**src/rtl/bnn_psum_collector_pkg.sv**
```systemverilog
// Shared constants and the counter-width helper for the BNN partial-sum collector.
package bnn_pkg;

   localparam int PSUM_WIDTH_DEF = 4;
   localparam int ACC_WIDTH_DEF  = 8;
   localparam int PACK_WIDTH_DEF = 8;

   // Smallest r (at least 1) with 2**r >= value.
   function automatic int clog2(input int value);
      int result;
      result = 1;
      for (int i = 1; i < 31; i++) begin
         if ((32'sd1 <<< i) < value) begin
            result = i + 1;
         end else begin
            result = result;
         end
      end
      return result;
   endfunction

endpackage

```
**src/rtl/bnn_psum_collector_bit_packer.sv**
```systemverilog
// Packs binarized pixels into words and holds them in a single-entry valid/ready output slot.
module bnn_bit_packer
   import bnn_pkg::*;
#(
   parameter int PACK_WIDTH = PACK_WIDTH_DEF
) (
   input  logic                                clk,
   input  logic                                rst,
   input  logic                                bit_valid,
   input  logic                                bit_val,
   input  logic                                flush,
   input  logic                                out_ready,
   output logic [PACK_WIDTH-1:0]               out_data,
   output logic [clog2(PACK_WIDTH+1)-1:0]      out_count,
   output logic                                out_valid,
   output logic                                overflow_err,
   output logic                                pending
);

   localparam int CNT_W = clog2(PACK_WIDTH + 1);

   logic [PACK_WIDTH-1:0] pack_q, pack_d;
   logic [CNT_W-1:0]      bit_cnt_q, bit_cnt_d;
   logic [PACK_WIDTH-1:0] out_data_q, out_data_d;
   logic [CNT_W-1:0]      out_count_q, out_count_d;
   logic                  out_valid_q, out_valid_d;
   logic                  overflow_q, overflow_d;
   logic [PACK_WIDTH-1:0] word_s;
   logic [CNT_W-1:0]      cnt_s;
   logic                  emit_s;
   logic                  slot_free_s;

   // Next-state: append the new bit, then emit a full or flushed word into the slot.
   always_comb begin
      pack_d      = pack_q;
      bit_cnt_d   = bit_cnt_q;
      out_data_d  = out_data_q;
      out_count_d = out_count_q;
      out_valid_d = out_valid_q;
      overflow_d  = overflow_q;

      if (bit_valid) begin
         word_s = pack_q | (PACK_WIDTH'(bit_val) << bit_cnt_q);
         cnt_s  = bit_cnt_q + CNT_W'(1);
      end else begin
         word_s = pack_q;
         cnt_s  = bit_cnt_q;
      end

      emit_s      = (cnt_s == CNT_W'(PACK_WIDTH)) || (flush && (cnt_s != CNT_W'(0)));
      slot_free_s = !out_valid_q || out_ready;

      if (out_valid_q && out_ready) begin
         out_valid_d = 1'b0;
      end else begin
         out_valid_d = out_valid_q;
      end

      if (emit_s) begin
         pack_d    = {PACK_WIDTH{1'b0}};
         bit_cnt_d = CNT_W'(0);
         // A word that finds the slot occupied is lost; only the sticky flag records it.
         if (slot_free_s) begin
            out_data_d  = word_s;
            out_count_d = cnt_s;
            out_valid_d = 1'b1;
         end else begin
            overflow_d = 1'b1;
         end
      end else begin
         pack_d    = word_s;
         bit_cnt_d = cnt_s;
      end
   end

   // State registers with synchronous active-low reset.
   always_ff @(posedge clk) begin
      if (!rst) begin
         pack_q      <= {PACK_WIDTH{1'b0}};
         bit_cnt_q   <= CNT_W'(0);
         out_data_q  <= {PACK_WIDTH{1'b0}};
         out_count_q <= CNT_W'(0);
         out_valid_q <= 1'b0;
         overflow_q  <= 1'b0;
      end else begin
         pack_q      <= pack_d;
         bit_cnt_q   <= bit_cnt_d;
         out_data_q  <= out_data_d;
         out_count_q <= out_count_d;
         out_valid_q <= out_valid_d;
         overflow_q  <= overflow_d;
      end
   end

   assign out_data     = out_data_q;
   assign out_count    = out_count_q;
   assign out_valid    = out_valid_q;
   assign overflow_err = overflow_q;
   assign pending      = (bit_cnt_q != CNT_W'(0));

endmodule

```
**src/rtl/bnn_psum_collector.sv**
```systemverilog
// Accumulates KROWS partial sums per pixel, binarizes against a threshold and packs the bits.
// Optional macro BNN_PSUM_SAT_EN makes the accumulator saturate instead of wrapping.
module bnn_psum_collector
   import bnn_pkg::*;
#(
   parameter int PSUM_WIDTH = PSUM_WIDTH_DEF,
   parameter int ACC_WIDTH  = ACC_WIDTH_DEF,
   parameter int KROWS      = 3,
   parameter int PACK_WIDTH = PACK_WIDTH_DEF
) (
   input  logic                            clk,
   input  logic                            rst,
   input  logic                            en,
   input  logic [PSUM_WIDTH-1:0]           psum_in,
   input  logic                            psum_valid,
   input  logic [ACC_WIDTH-1:0]            thresh_in,
   input  logic                            thresh_load,
   input  logic                            flush,
   output logic [PACK_WIDTH-1:0]           out_data,
   output logic [clog2(PACK_WIDTH+1)-1:0]  out_count,
   output logic                            out_valid,
   input  logic                            out_ready,
   output logic                            busy,
   output logic                            overflow_err
);

   localparam int ROW_W = clog2(KROWS + 1);

   logic [ACC_WIDTH-1:0] acc_q, acc_d;
   logic [ROW_W-1:0]     row_cnt_q, row_cnt_d;
   logic [ACC_WIDTH-1:0] thresh_q, thresh_d;
   logic [ACC_WIDTH-1:0] sum_s;
   logic                 accept_s;
   logic                 last_row_s;
   logic                 bit_valid_s;
   logic                 bit_val_s;
   logic                 flush_go_s;
   logic                 pending_s;
`ifdef BNN_PSUM_SAT_EN
   logic [ACC_WIDTH:0]   sum_wide_s;
`endif

   // Accumulator add, then the saturating or wrapping reduction to ACC_WIDTH.
   always_comb begin
`ifdef BNN_PSUM_SAT_EN
      sum_wide_s = {1'b0, acc_q} + (ACC_WIDTH + 1)'(psum_in);
      if (sum_wide_s[ACC_WIDTH]) begin
         sum_s = {ACC_WIDTH{1'b1}};
      end else begin
         sum_s = sum_wide_s[ACC_WIDTH-1:0];
      end
`else
      sum_s = acc_q + ACC_WIDTH'(psum_in);
`endif
   end

   assign accept_s    = en && psum_valid;
   assign last_row_s  = (row_cnt_q == ROW_W'(KROWS - 1));
   assign bit_valid_s = accept_s && last_row_s;
   assign bit_val_s   = (sum_s >= thresh_q);
   assign flush_go_s  = en && flush;

   // Row accumulation; a flush discards any half-built pixel after the same-cycle psum is used.
   always_comb begin
      acc_d     = acc_q;
      row_cnt_d = row_cnt_q;
      if (flush_go_s) begin
         acc_d     = {ACC_WIDTH{1'b0}};
         row_cnt_d = ROW_W'(0);
      end else if (accept_s) begin
         if (last_row_s) begin
            acc_d     = {ACC_WIDTH{1'b0}};
            row_cnt_d = ROW_W'(0);
         end else begin
            acc_d     = sum_s;
            row_cnt_d = row_cnt_q + ROW_W'(1);
         end
      end else begin
         acc_d     = acc_q;
         row_cnt_d = row_cnt_q;
      end
   end

   // Threshold register write, independent of en.
   always_comb begin
      if (thresh_load) begin
         thresh_d = thresh_in;
      end else begin
         thresh_d = thresh_q;
      end
   end

   // State registers with synchronous active-low reset.
   always_ff @(posedge clk) begin
      if (!rst) begin
         acc_q     <= {ACC_WIDTH{1'b0}};
         row_cnt_q <= ROW_W'(0);
         thresh_q  <= {ACC_WIDTH{1'b0}};
      end else begin
         acc_q     <= acc_d;
         row_cnt_q <= row_cnt_d;
         thresh_q  <= thresh_d;
      end
   end

   bnn_bit_packer #(
      .PACK_WIDTH (PACK_WIDTH)
   ) u_packer (
      .clk          (clk),
      .rst          (rst),
      .bit_valid    (bit_valid_s),
      .bit_val      (bit_val_s),
      .flush        (flush_go_s),
      .out_ready    (out_ready),
      .out_data     (out_data),
      .out_count    (out_count),
      .out_valid    (out_valid),
      .overflow_err (overflow_err),
      .pending      (pending_s)
   );

   assign busy = (row_cnt_q != ROW_W'(0)) || pending_s || out_valid;

endmodule

```
**config.mk**
```make
export PLATFORM = sky130hd
export DESIGN_NAME = bnn_psum_collector
export DESIGN_NICKNAME = d
export VERILOG_FILES = /design/src/rtl/bnn_psum_collector_pkg.sv /design/src/rtl/bnn_psum_collector_bit_packer.sv /design/src/rtl/bnn_psum_collector.sv
export SDC_FILE = /design/constraint.sdc
export NUM_CORES = 1
export LEC_CHECK = 0
export CORE_UTILIZATION = 30
export CTS_CLUSTER_DIAMETER = 200
export DETAILED_ROUTE_END_ITERATION = 8
export GPL_TIMING_DRIVEN = 0
export PLACE_DENSITY_LB_ADDON = 0.3
export SYNTH_ARGS = -nofsm -noshare
export SYNTH_HDL_FRONTEND = slang
export SYNTH_SLANG_ARGS = --single-unit
```
**constraint.sdc**
```tcl
create_clock -name clk -period 3.8 [get_ports clk]
set_clock_uncertainty 0.1 [all_clocks]
set_input_delay 0.38 -clock clk [delete_from_list [all_inputs] [get_ports clk]]
set_output_delay 0.38 -clock clk [all_outputs]
set_load 0.1 [all_outputs]
```
# Yosys cells after proc, flatten, opt, wreduce, memory -nomap -nowiden
# Index checks and enable logic that the tools add are counted.
# op_classes
n_addsub	3
multipliers	0
div	0
magnitude_cmp	1
eq_ne	2
shift	1
n_mux	7
bitwise	3
n_reduce_logical	17
# ops
op	n
2-to-1 mux 8 bit	2
adder 8 x 4 -> 8 bit	1
>= comparator 8 bit	1
bitwise OR 8 bit	1
nonzero test 4 bit	2
left shift 1 x 4 -> 8 bit	1
logical AND 1 bit	5
adder 4 x 1 -> 4 bit, second input constant	1
== test 4 bit, second input constant	1
logical OR 1 bit	4
2-to-1 mux 4 bit	1
AND reduction 2 bit	2
OR reduction 2 bit	2
2-to-1 mux 1 bit	3
adder 2 x 1 -> 2 bit, second input constant	1
== test 2 bit, second input constant	1
2-to-1 mux 2 bit	1
inverter 1 bit	2
nonzero test 2 bit	1
zero test 1 bit	1
# word_totals
reg_bits	44
latch_bits	0
ramBits	0
romBits	0
output_inout_bits	15
memories	0

# Longest topological paths before layout
# depth
ltp_word	7
mapped_depth	12

# Hierarchy
# From an unflattened synthesis, not the netlist that was laid out.
# unflattened
cells_unflattened	263
area_unflattened_um2	2331.0
# by_module_without_submodules
mod	instances	cells_per_inst	area_each_um2	seq_area_each_um2
bnn_bit_packer	1	132	1173.6	520.5
bnn_psum_collector	1	131	1157.4	360.3

# Least setup slack after synthesis
# OpenSTA, ideal clock, no wires.
# synth_timing
kind	in2reg
startpoint	input psum_in[0]
endpoint	register u_packer.out_data_q[2] (netlist: u_packer.out_data[2])
setup_time_ns	0.125
arrival_time_ns	3.400
t_required_ns	3.575
setup_slack_ns	0.175
cell_stages	12
path_buffers	0
cell_sequence	ha_1 fa_1 a21o_1 a21oi_1 nor3_1 or2_2 ha_1 and3_1 a221oi_1 nor3_1 o31ai_1 mux2i_1
# synth_between
elab_chain_cells	5
# synth_rtl
item	line	rtl
start, declared	bnn_psum_collector.sv:14	input logic [PSUM_WIDTH-1:0] psum_in,
adder 8 x 4 -> 8 bit	bnn_psum_collector.sv:53	sum_s = acc_q + ACC_WIDTH'(psum_in);
>= comparator 8 bit	bnn_psum_collector.sv:60	assign bit_val_s = (sum_s >= thresh_q);
left shift 1 x 4 -> 8 bit	bnn_psum_collector_bit_packer.sv:43	word_s = pack_q | (PACK_WIDTH'(bit_val) << bit_cnt_q);
bitwise OR 8 bit	bnn_psum_collector_bit_packer.sv:43	
2-to-1 mux 8 bit	bnn_psum_collector_bit_packer.sv:42	if (bit_valid) begin
end signal, assigned	bnn_psum_collector_bit_packer.sv:81	out_data_q <= {PACK_WIDTH{1'b0}};
end signal, assigned	bnn_psum_collector_bit_packer.sv:88	out_data_q <= out_data_d;
end, declared	bnn_psum_collector_bit_packer.sv:24	logic [PACK_WIDTH-1:0] out_data_q, out_data_d;
# No other way between the ends.
# A chain may end at the register's enable or synchronous reset.

# Final worst setup path
# layout_timing
startpoint	input psum_in[0]
endpoint	register u_packer.out_data_q[0] (netlist: u_packer.out_data[0])
# Same word-level chain as after synthesis.

==> flow_metrics.tcl <==
set metrics [dict create \
    status "completed" \
    die_h_um 90.0 \
    yosys_register_bits 44 \
    criticalPathCategory "input pin to flop" \
    worst_setup_path_end_kind "flop" \
    cts_buffers 5 \
    synth_warnings 0 \
    nets 338 \
    drt_iter0_markers 86 \
    cp.arrival_ns 3.70 \
    min_path_type "input pin to flop" \
    cts_root_buf "clkbuf_8" \
    synth_area_um2 2320 \
    seq_area_frac_synth_pct 37.9 \
    final_util_pct 39.2 \
    r2r-start "acc_q[0]" \
    final_cells 403 \
    antenna_found_initial 0 \
    dpl.hpwl_um 3660 \
    grt_max_degree 13 \
    synth_fp_nets 297 \
    ff_latch_area_um2 881 \
    start_util_pct 31.5 \
    dieArea_um2 8100 \
    synthArstFlopShare_pct 0 \
    cts_tree "yes" \
    hp-start "rst" \
    die_width_um 90.0 \
    worst_pin_slew_ns 0.971 \
    antennaDiodeCount 0 \
    syn_inst 263 \
    fin_crit_sh_pct 94.9 \
    core_um2 7370 \
    gr-usage-all-layers_pct 13.0 \
    yosysUniqueCellTypes 46 \
    grt_pass1_vias 1893 \
    cts_buffer_depth 2 \
    start_kind "input pin" \
    finalWeightedCongestion 0.797 \
    synth_area_per_cell_um2 8.83 \
    synth_edf_count 0 \
    place_inst 393 \
    ant_nets 0 \
    vias 1941 \
    wl_per_cell_um 12.2 \
    drv_cap 0 \
    drc_errors 0 \
    vdd_drop_max_mv 0.129 \
    synth-main-ff-cell "dfxtp_1" \
    overflow 0 \
    route.detailed.vias_per_inst 4.82 \
    hold_viol_final 0 \
    startpoint "psum_in[0]" \
    area_growth_pct 24.2 \
    nFillCells 797 \
    grt_pass1_wl_um 8520 \
    ios 34 \
    multiInputGateArea_um2 1360 \
    num_rows 31 \
    portBuffers 31 \
    clock.fmax_ghz 0.277 \
    slew_headroom_pct 35.1 \
    slew_violations 0 \
    clk-insertion-delay-late_ns 0.30 \
    drive_above_1_share_pct 7.57 \
    h-tree-depth 2 \
    numClockSinks 44 \
    first_pass_iters 4 \
    power_density_nw_per_um2 304 \
    finalWirelength_um 4910 \
    hold_ws_ns 0.357 \
    leakage_nw 1.17 \
    crit_fanout 5 \
    clk_pin_slew_ns 0.08 \
    worst_ep_required_time_ns 3.89 \
    setup_viol 0 \
    period_minus_slack_ns 3.61 \
]
## timing repair
action	4_1_cts	5_1_grt
setup endpoints to repair	16	11
buffers inserted	0	3
gates resized for setup	3	1
hold buffers	0	0
pin swaps	0	1
## synth_stat cells (all sizes together), types with 3 or more instances
cell,count,area [um^2]
dfxtp,44,881
nor2,28,105
nand2,22,82.6
mux2i,19,190
nor3,18,90.1
ha,14,175
inv,13,48.8
nor4,11,68.8
a21oi,9,45.0
clkbuf,9,33.8
o31ai,8,60.1
a21o,5,37.5
xnor2,5,43.8
a22oi,4,30.0
buf,4,28.8
nand2b,4,25.0
o21a,4,30.0
o21ai,4,20.0
nand3,3,15.0
nand4b,3,41.3
nor3b,3,22.5
or3,3,28.8
## placed cells by master (no fill, tap or decap), types with 2 or more instances in the layout
master and n:
a22oi_1 4, a21o_1 5, and3_1 2, nand2_1 22, clkbuf_1 10, and2_1 2
or3_4 2, nand3_1 3, ha_1 14, o21a_1 4, o31ai_1 8, mux2i_1 19
nand4_1 2, buf_2 2, buf_4 4, nor2_1 28, nor3_1 18, nor3b_1 3
clkdlybuf4s50_1 31, nor4_1 11, nor2b_1 2, nand2b_1 4, xnor2_1 5, or4_1 2
nand4b_1 2, clkbuf_8 5, xor2_1 2, dfxtp_1 44, inv_1 13, a21oi_1 8
o21ai_0 4
## power breakdown
part           total, mW  internal [mW]  switching, mW
combinational      0.119         0.0505         0.0682
clock              0.286          0.125          0.161
sequential         0.473          0.468        0.00496
## worst max-delay path, stage by stage
cell and delay [ns]:
clkdlybuf4s50_1 0.40, ha_1 0.22, fa_1 0.41, a21o_1 0.22, a21oi_4 0.23, nor3_1 0.08, or2_2 0.28, ha_1 0.28
and3_1 0.24, a221oi_4 0.38, buf_4 0.17, nor3_1 0.05, o31ai_1 0.25, mux2i_1 0.10
## layout make-up
class / count / area share (%)
Inverter: 13 / 1.69
Tap cell: 99 / 4.29
Sequential cell: 44 / 30.5
Buffer: 13 / 2.17
Multi-Input combinational cell: 193 / 47.1
Timing Repair Buffer: 34 / 11.5
Clock inverter: 1 / 0.173
Clock buffer: 6 / 2.51
## routing by layer
| metal | up-vias | share of wire [%] | track usage [%] |
|---|---|---|---|
| met1 | 885 | 47 | 15.4 |
| met2 | 31 | 48 | 22.8 |
| met4 | 0 | 1.7 | 5.24 |
| li1 | 1017 | - | - |
| met3 | 8 | 3.1 | 2.54 |
| met5 | - | 0 | 0 |
## flip-flops by register name, summed over array words and instances (netlist names)
signal                 flops
u_packer.out_valid         1
row_cnt_q                  2
thresh_q                   8
u_packer.out_data          8
acc_q                      8
u_packer.pack_q            8
u_packer.bit_cnt_q         4
u_packer.overflow_err      1
u_packer.out_count         4
## worst paths after layout
path	endpoint	slack [ns]	cells after the start
setup / recovery	u_packer.out_data[0]	0.19	14
hold / removal	u_packer.out_count[1]	0.36	3
setup reg to reg	u_packer.out_data[0]	0.38	13
hold reg to reg	u_packer.out_data[4]	0.36	2
## logic make-up after synthesis
group / count (synthesis) / share of synthesized area [%]
adders and majority gates: 15 / 8.40
DFF: 44 / 37.9
and+or+nand+nor: 109 / 24.8
muxes: 20 / 8.67
AOI/OAI and AO/OA: 42 / 12.8
xor gates and xnor gates: 7 / 2.64
buffers and inverters: 26 / 4.79
## metrics by stage
| stage | TNS, ns | instance area (um^2) | worst slack [ns] | power [mW] |
|---|---|---|---|---|
| after floorplan | 0 | 2320 | 0.175 | 0.557 |
| after global placement | -10.53 | 2760 | -0.746 | 0.595 |
| after detailed placement | -10.91 | 2760 | -0.777 | 0.598 |
| after CTS | 0 | 2860 | 0.122 | 0.890 |
| after global routing | -0.0000355 | 2890 | -0.0000355 | 0.920 |
| final | 0 | 2890 | 0.193 | 0.878 |
Power figures use the tool's default switching activity.
